<file path="config.mk">
export PLATFORM = sky130hd
export DESIGN_NAME = afifo_wr_arb
export DESIGN_NICKNAME = d
export VERILOG_FILES = /design/src/rtl/afifo_pkg.sv /design/src/rtl/afifo_wr_arb_rr_pick.sv /design/src/rtl/afifo_wr_arb.sv
export SDC_FILE = /design/constraint.sdc
export NUM_CORES = 1
export LEC_CHECK = 0
export ABC_AREA = 0
export CAP_MARGIN = 30
export CORE_MARGIN = 4
export CORE_UTILIZATION = 29
export DETAILED_ROUTE_END_ITERATION = 6
export GPL_TIMING_DRIVEN = 0
export PLACE_DENSITY = 0.71
export REMOVE_ABC_BUFFERS = 1
export SETUP_SLACK_MARGIN = 0.5
export SLEW_MARGIN = 20
export SYNTH_ARGS = -nofsm -noshare
export SYNTH_HDL_FRONTEND = slang
export SYNTH_SLANG_ARGS = --single-unit
</file>
<file path="constraint.sdc">
create_clock -name clk -period 4.36 [get_ports clk]
set_input_delay 0.872 -clock clk [delete_from_list [all_inputs] [get_ports clk]]
set_output_delay 0.872 -clock clk [all_outputs]
set_load 0.01 [all_outputs]
</file>
<file path="src/rtl/afifo_pkg.sv">
// afifo_pkg: shared FIFO defaults, write-arbiter state encoding and clog2 helper.
package afifo_pkg;
    localparam int FIFO_DSIZE = 8;
    localparam int FIFO_ASIZE = 4;
    typedef enum logic {IDLE, GRANT} arb_state_t;
    function automatic int clog2(input int v);
        int r = 0;
        for (int i = 0; i < 31; i++) if ((1 << i) < v) r = i + 1;
        return r;
    endfunction
endpackage

</file>
<file path="src/rtl/afifo_wr_arb_rr_pick.sv">
// rr_pick: rotate-priority encoder; returns the first set request strictly after
// i_last, wrapping around so i_last itself has the lowest priority.
module rr_pick
    import afifo_pkg::*;
#(
    parameter  int NREQ = 4,
    localparam int IW   = clog2(NREQ)
) (
    input  logic [NREQ-1:0] i_req,
    input  logic [IW-1:0]   i_last,
    output logic [IW-1:0]   o_idx,
    output logic            o_any
);
    always_comb begin
        o_idx = '0;
        o_any = 1'b0;
        for (int k = NREQ; k >= 1; k--) begin
            if (i_req[(int'(i_last) + k) % NREQ]) begin
                o_idx = IW'((int'(i_last) + k) % NREQ);
                o_any = 1'b1;
            end
        end
    end
endmodule

</file>
<file path="src/rtl/afifo_wr_arb.sv">
// afifo_wr_arb: round-robin arbiter sharing one async-FIFO write port among NREQ requesters.
// Define AFIFO_WR_ARB_BURST_EN to let a grant hold the port for up to MAX_BURST beats.
module afifo_wr_arb
    import afifo_pkg::*;
#(
    parameter  int DSIZE     = FIFO_DSIZE,
    parameter  int NREQ      = 4,
    parameter  int MAX_BURST = 4,
    localparam int IW        = clog2(NREQ),
    localparam int BW        = clog2(MAX_BURST + 1)
) (
    input  logic                  clk,
    input  logic                  rst_n,
    input  logic [NREQ-1:0]       req_valid,
    input  logic [NREQ*DSIZE-1:0] req_data,
    output logic [NREQ-1:0]       req_ready,
    input  logic                  fifo_full,
    output logic                  fifo_wen,
    output logic [DSIZE-1:0]      fifo_wdata,
    output logic                  grant_valid,
    output logic [IW-1:0]         grant_id
);
`ifdef AFIFO_WR_ARB_BURST_EN
    localparam int LIMIT = MAX_BURST;
`else
    localparam int LIMIT = 1;
`endif

    arb_state_t    r_state, w_state_nxt;
    logic [IW-1:0] r_grant_id, w_grant_id_nxt, r_last, w_last_nxt, w_pick_idx;
    logic [BW-1:0] r_beat_cnt, w_beat_cnt_nxt;
    logic          w_pick_any, w_release;

    assign grant_valid = (r_state == GRANT);
    assign grant_id    = r_grant_id;
    assign req_ready   = (grant_valid && !fifo_full) ? (NREQ'(1) << r_grant_id) : '0;
    assign fifo_wen    = |(req_valid & req_ready);
    assign fifo_wdata  = req_data[r_grant_id*DSIZE +: DSIZE];
    assign w_release   = grant_valid &&
                         (!req_valid[r_grant_id] || (fifo_wen && r_beat_cnt == BW'(LIMIT - 1)));

    // While granted, the search already starts after the current holder so a
    // release can re-grant at the same edge without a bubble.
    rr_pick #(.NREQ(NREQ)) u_pick (
        .i_req  (req_valid),
        .i_last (grant_valid ? r_grant_id : r_last),
        .o_idx  (w_pick_idx),
        .o_any  (w_pick_any)
    );

    always_comb begin
        w_state_nxt    = r_state;
        w_grant_id_nxt = r_grant_id;
        w_last_nxt     = r_last;
        w_beat_cnt_nxt = r_beat_cnt;
        if (r_state == IDLE) begin
            if (w_pick_any) begin
                w_state_nxt    = GRANT;
                w_grant_id_nxt = w_pick_idx;
                w_beat_cnt_nxt = '0;
            end
        end else if (w_release) begin
            w_last_nxt     = r_grant_id;
            w_beat_cnt_nxt = '0;
            w_state_nxt    = w_pick_any ? GRANT : IDLE;
            w_grant_id_nxt = w_pick_any ? w_pick_idx : r_grant_id;
        end else if (fifo_wen) begin
            w_beat_cnt_nxt = r_beat_cnt + 1'b1;
        end
    end

    always_ff @(posedge clk or negedge rst_n) begin
        if (!rst_n) begin
            r_state    <= IDLE;
            r_grant_id <= '0;
            r_last     <= IW'(NREQ - 1);
            r_beat_cnt <= '0;
        end else begin
            r_state    <= w_state_nxt;
            r_grant_id <= w_grant_id_nxt;
            r_last     <= w_last_nxt;
            r_beat_cnt <= w_beat_cnt_nxt;
        end
    end
endmodule

</file>
Yosys cells after proc, flatten, opt, wreduce, memory -nomap -nowiden --
Cells that the tools add are included.
Cells by class: reductions and logical operators 15, bitwise gates (word level) 5, multiplexer cells 34, $lt $le $gt $ge 5, equal/unequal tests 2, add/subtract/negate cells 5, shift operators 2
Operators by type and width (number):
- 32-bit by 6-bit variable part select with 8-bit output | 1
- 3-bit by 4-bit < comparator with 1-bit output, second input constant | 4
- 1-bit 2-to-1 mux | 16
- 2-bit 2-to-1 mux | 8
- 3-bit 2-to-1 mux | 4
- 1-bit binary-select mux with 2-bit select | 5
- 2-bit OR reduction | 4
- 2-bit by 1-bit adder with 2-bit output, second input constant | 2
- 2-bit adder, second input constant | 2
- 1-bit bitwise AND, first input constant | 4
- 4-bit bitwise AND | 1
- 4-bit 2-to-1 mux | 1
- 2-bit AND reduction | 2
- 4-bit OR reduction | 1
- 1-bit by 2-bit left shift with 4-bit output, first input constant | 1
- 3-bit by 1-bit adder with 3-bit output, second input constant | 1
- 1-bit logical AND | 3
- 3-bit zero test | 1
- 2-bit by 3-bit < comparator with 1-bit output, second input constant | 1
- 3-bit by 2-bit inequality test with 1-bit output, second input constant | 1
- 1-bit zero test | 2
- 2-bit by 1-bit inequality test with 1-bit output, second input constant | 1
- 2-bit nonzero test | 1
- 1-bit logical OR | 1
Word-level totals: bits in registers 8, logic and storage cells 72, output and inout port bits 16, input port bits 39

Logic depth before layout (Yosys ltp) --
word-level depth 14, mapped depth 7, depth with buffers taken out 6

Modules after synthesis --
From an unflattened synthesis, not the netlist that was laid out.
Second synthesis, totals: cells, all modules 88, area total of the unflattened synthesis 863.3 µm²
Modules (own cells, without submodules):
- afifo_wr_arb | area each 772.0 µm², times used 1, seq. area each 202.7 µm², cells each 74
- rr_pick | area each 91.3 µm², times used 1, seq. area each 0.0 µm², cells each 14

Worst setup path after synthesis --
OpenSTA, ideal clock, no wires.
path type input-to-output, start input port req_valid[3], end output port fifo_wen, buffers on the path 0, arrival time 1575 ps, stages on the path 2, data required time 3488 ps, path slack 1913 ps, cell sequence mux4_2 and3_1
Between the ends: word-level cells in the longest chain between the ends 2
RTL lines:
- start, declared | line afifo_wr_arb.sv:14 | input logic [NREQ-1:0] req_valid,
- 4-bit bitwise AND | line afifo_wr_arb.sv:37 | assign fifo_wen = |(req_valid & req_ready);
- 4-bit OR reduction | line afifo_wr_arb.sv:37
- end, declared | line afifo_wr_arb.sv:18 | output logic fifo_wen,
Every way passes these cells.

Final worst setup path --
Ends and elaborated chain as after synthesis.

==> results.cfg <==
[run_status]
status = finished clean

[synth]
yosysSeqAreaShare = 0.2630
synth_area_leaders = dfrtp_1, mux4_2, mux4_1, dfstp_2, mux2_2
async_reset_ff_frac = 1.000
synth_edf_count = 0
ys_types = 34
postSynthAreaPerCell_um2 = 11.68
synth_top_area_frac = 0.1948
synth_area_um2 = 770.7
syn_inst = 66
ys.flop_type = dfrtp_1
synth-seq-cells = 8
yosys.area.top_type = dfrtp_1
yosysWarningCount = 0

[cells_and_area]
area_growth_pct = 74.03
stdcell_count = 149
layout-drive-gt1-share = 0.1513
antenna_cells = 0
nNetsFinal = 161
nFillCells = 214

[setup_path]
crit_path_max_incr_delay_ns = 0.56
rr_worst_depth = 3
cp.arrival_ns = 2.61
required_ns = 3.49
cp-end-kind = output pin
worstSetupPathType = in -> out
r2r_end = r_last[1]
r2r_slack_ns = 2.18
cpMaxStageDelayCell = mux4_2
path_max_fanout = 7
critPathLaunchType = input port
path_cells = clkdlybuf4s50_1, mux4_2, and3_1, clkdlybuf4s50_1
crit_top_cell = clkdlybuf4s50_1
r2r-start = grant_id[0]

[sta]
hold_violations = 0
fmax_ghz = 0.2870
layout_worst_path_cycle_share = 0.7991
tightestPinTransition_ns = 0.6709
rsz0062_at_grt = no
final-setup-viol-count = 0
max-slew-margin-rel = 0.5527
finalCriticalPeriod_ns = 3.484
slew_viol_final = 0
clock_skew_ns = 0.005359
final.setup.tns_ns = 0

[run]
cap_violations = 0

[worst_hold_path]
min_path_type = reg -> reg
hp-start = r_beat_cnt[0]
hold_path_end = r_beat_cnt[0]
whs_path_depth = 1

[cts]
cts_tree = done
htree_levels = 1
cts_setup_buffers = 0
clk_latency_ns = 0.26
ctsHoldBuffers = 0
cts_sinks = 8
cts_buffers = 3
clkTransAtPathRegs_ns = 0.06
clockBufferDepth = 2
clock-root-buffer = clkbuf_4
cts_resized = 0

[pwr]
switching_share = 0.3570
p_int_mw = 0.4130
p_leak_nw = 0.5242
total_power_mw = 0.6423
comb_power_share = 0.640
p_switching_mw = 0.2293
clkPwrFrac = 0.102
sequentialPowerShare = 0.258
vdd_ir_drop_max_mv = 0.2463
power.density_mw_per_mm2 = 478.9

[detailed_routing]
avgRoutedWirePerCell_um = 15.46
first_pass_iters = 2
drc_errors = 0
vias = 804
drtAntennaViolNets = 0
drt_iter0_drc = 25
drt_wl_total_mm = 2.303
viasPerCell = 5.396

[place]
gp_congestion = 0.6918
dp_hpwl_mm = 1.908
dpl.cell_count = 145
portBuffers = 54

[global_routing]
antenna_found_initial = 0
gr-total-overflow = 0
grt_usage = 0.1307
grt_pass1_wl_mm = 3.519
first_global_vias = 822
grt_max_degree = 18

[floorplan]
dieArea_mm2 = 0.003547
initial_utilization = 0.3083
die-width_um = 59.56
ioPinCount = 55
rows = 18
die_h_um = 59.56
core_mm2 = 0.002500
through the flow:
step	hold slack (ns)	area, um^2	setup WS, ns	util
after CTS	0.5327	1341	0.8662	0.5365
after global placement	0.5059	1315	0.8858	0.5260
after detailed placement	0.5089	1315	0.8655	0.5260
final	0.5367	1341	0.8761	0.5365
after floorplan	0.4811	737.0	1.913	-
after global routing	0.5759	1341	0.8110	0.5365
worst max path at each step:
stage / start / to / cells past startpoint
floorplan: req_valid[3] / fifo_wen / 2
global route: req_valid[3] / fifo_wen / 4
detailed placement: req_valid[3] / fifo_wen / 4
CTS: req_valid[3] / fifo_wen / 4
finish: req_valid[3] / fifo_wen / 4
global placement: req_valid[3] / fifo_wen / 4
logic make-up after synthesis:
| family | Yosys count | share of synthesized area |
|---|---|---|
| multiplexers | 14 | 0.3539 |
| AO/OA/AOI/OAI | 13 | 0.1348 |
| flip-flops | 8 | 0.2630 |
| AND/OR/NAND/NOR | 20 | 0.1526 |
| buffers and inverters | 9 | 0.06330 |
| adder cells (fa/ha/maj) | 2 | 0.03246 |
flip-flops by register name, summed over array words and instances, names as in the netlist:
register / cells
grant_valid: 1
grant_id: 2
r_last: 2
r_beat_cnt: 3
worst max-delay path: cells and delay by family:
| kind | cells | cell delay, ns |
|---|---|---|
| buffers and inverters | 2 | 0.98 |
| multiplexers | 1 | 0.56 |
| AND/OR/NAND/NOR | 1 | 0.20 |
cell usage after synthesis (2+ instances only):
| cell | instances |
|---|---|
| a21oi_1 | 2 |
| buf_6 | 2 |
| clkbuf_1 | 3 |
| dfrtp_1 | 6 |
| dfstp_2 | 2 |
| ha_1 | 2 |
| inv_1 | 4 |
| mux2_2 | 3 |
| mux4_1 | 4 |
| mux4_2 | 5 |
| nand2_1 | 3 |
| nand3_1 | 3 |
| nor2_1 | 4 |
| o21ai_0 | 3 |
final cells by class:
| class | instances | area (um^2) | share of cell area |
|---|---|---|---|
| multi-input combinational | 49 | 519.2 | 0.3871 |
| sequential | 8 | 202.7 | 0.1511 |
| inverter | 4 | 15.01 | 0.01119 |
| tap | 30 | 37.54 | 0.02798 |
| timing repair buffer | 54 | 540.5 | 0.4030 |
| clock buffer | 4 | 26.28 | 0.01959 |
power groups by stage:
stage          registers, mW  logic [mW]  clock network [mW]
2_1_floorplan          0.157       0.226                   0
3_3_place_gp           0.167       0.408                   0
3_5_place_dp           0.169       0.415                   0
4_1_cts                0.167       0.416              0.0685
5_1_grt                0.176       0.442              0.0711
6_report               0.166       0.411              0.0653
placed cells by master, fill, tap and decap left out, drive strengths merged, types with 2 or more instances in the layout:
cell,instances
a21oi,2
nand2,3
clkdlybuf4s50,54
o21ai,3
clkbuf,4
mux2,4
inv,4
mux4,9
and3,2
dfrtp,6
nand3,3
nor2,5
dfstp,2
ha,2
routing by layer:
metal / share of wire / vias to the layer above / GRT usage
li1: - / 371 / -
met3: 0.14 / 5 / 0.04575
met1: 0.35 / 385 / 0.1230
met4: 0.021 / 0 / 0.06646
met5: 0 / - / 0
met2: 0.49 / 43 / 0.2449
No activity file was read; power rests on OpenSTA's default activity.
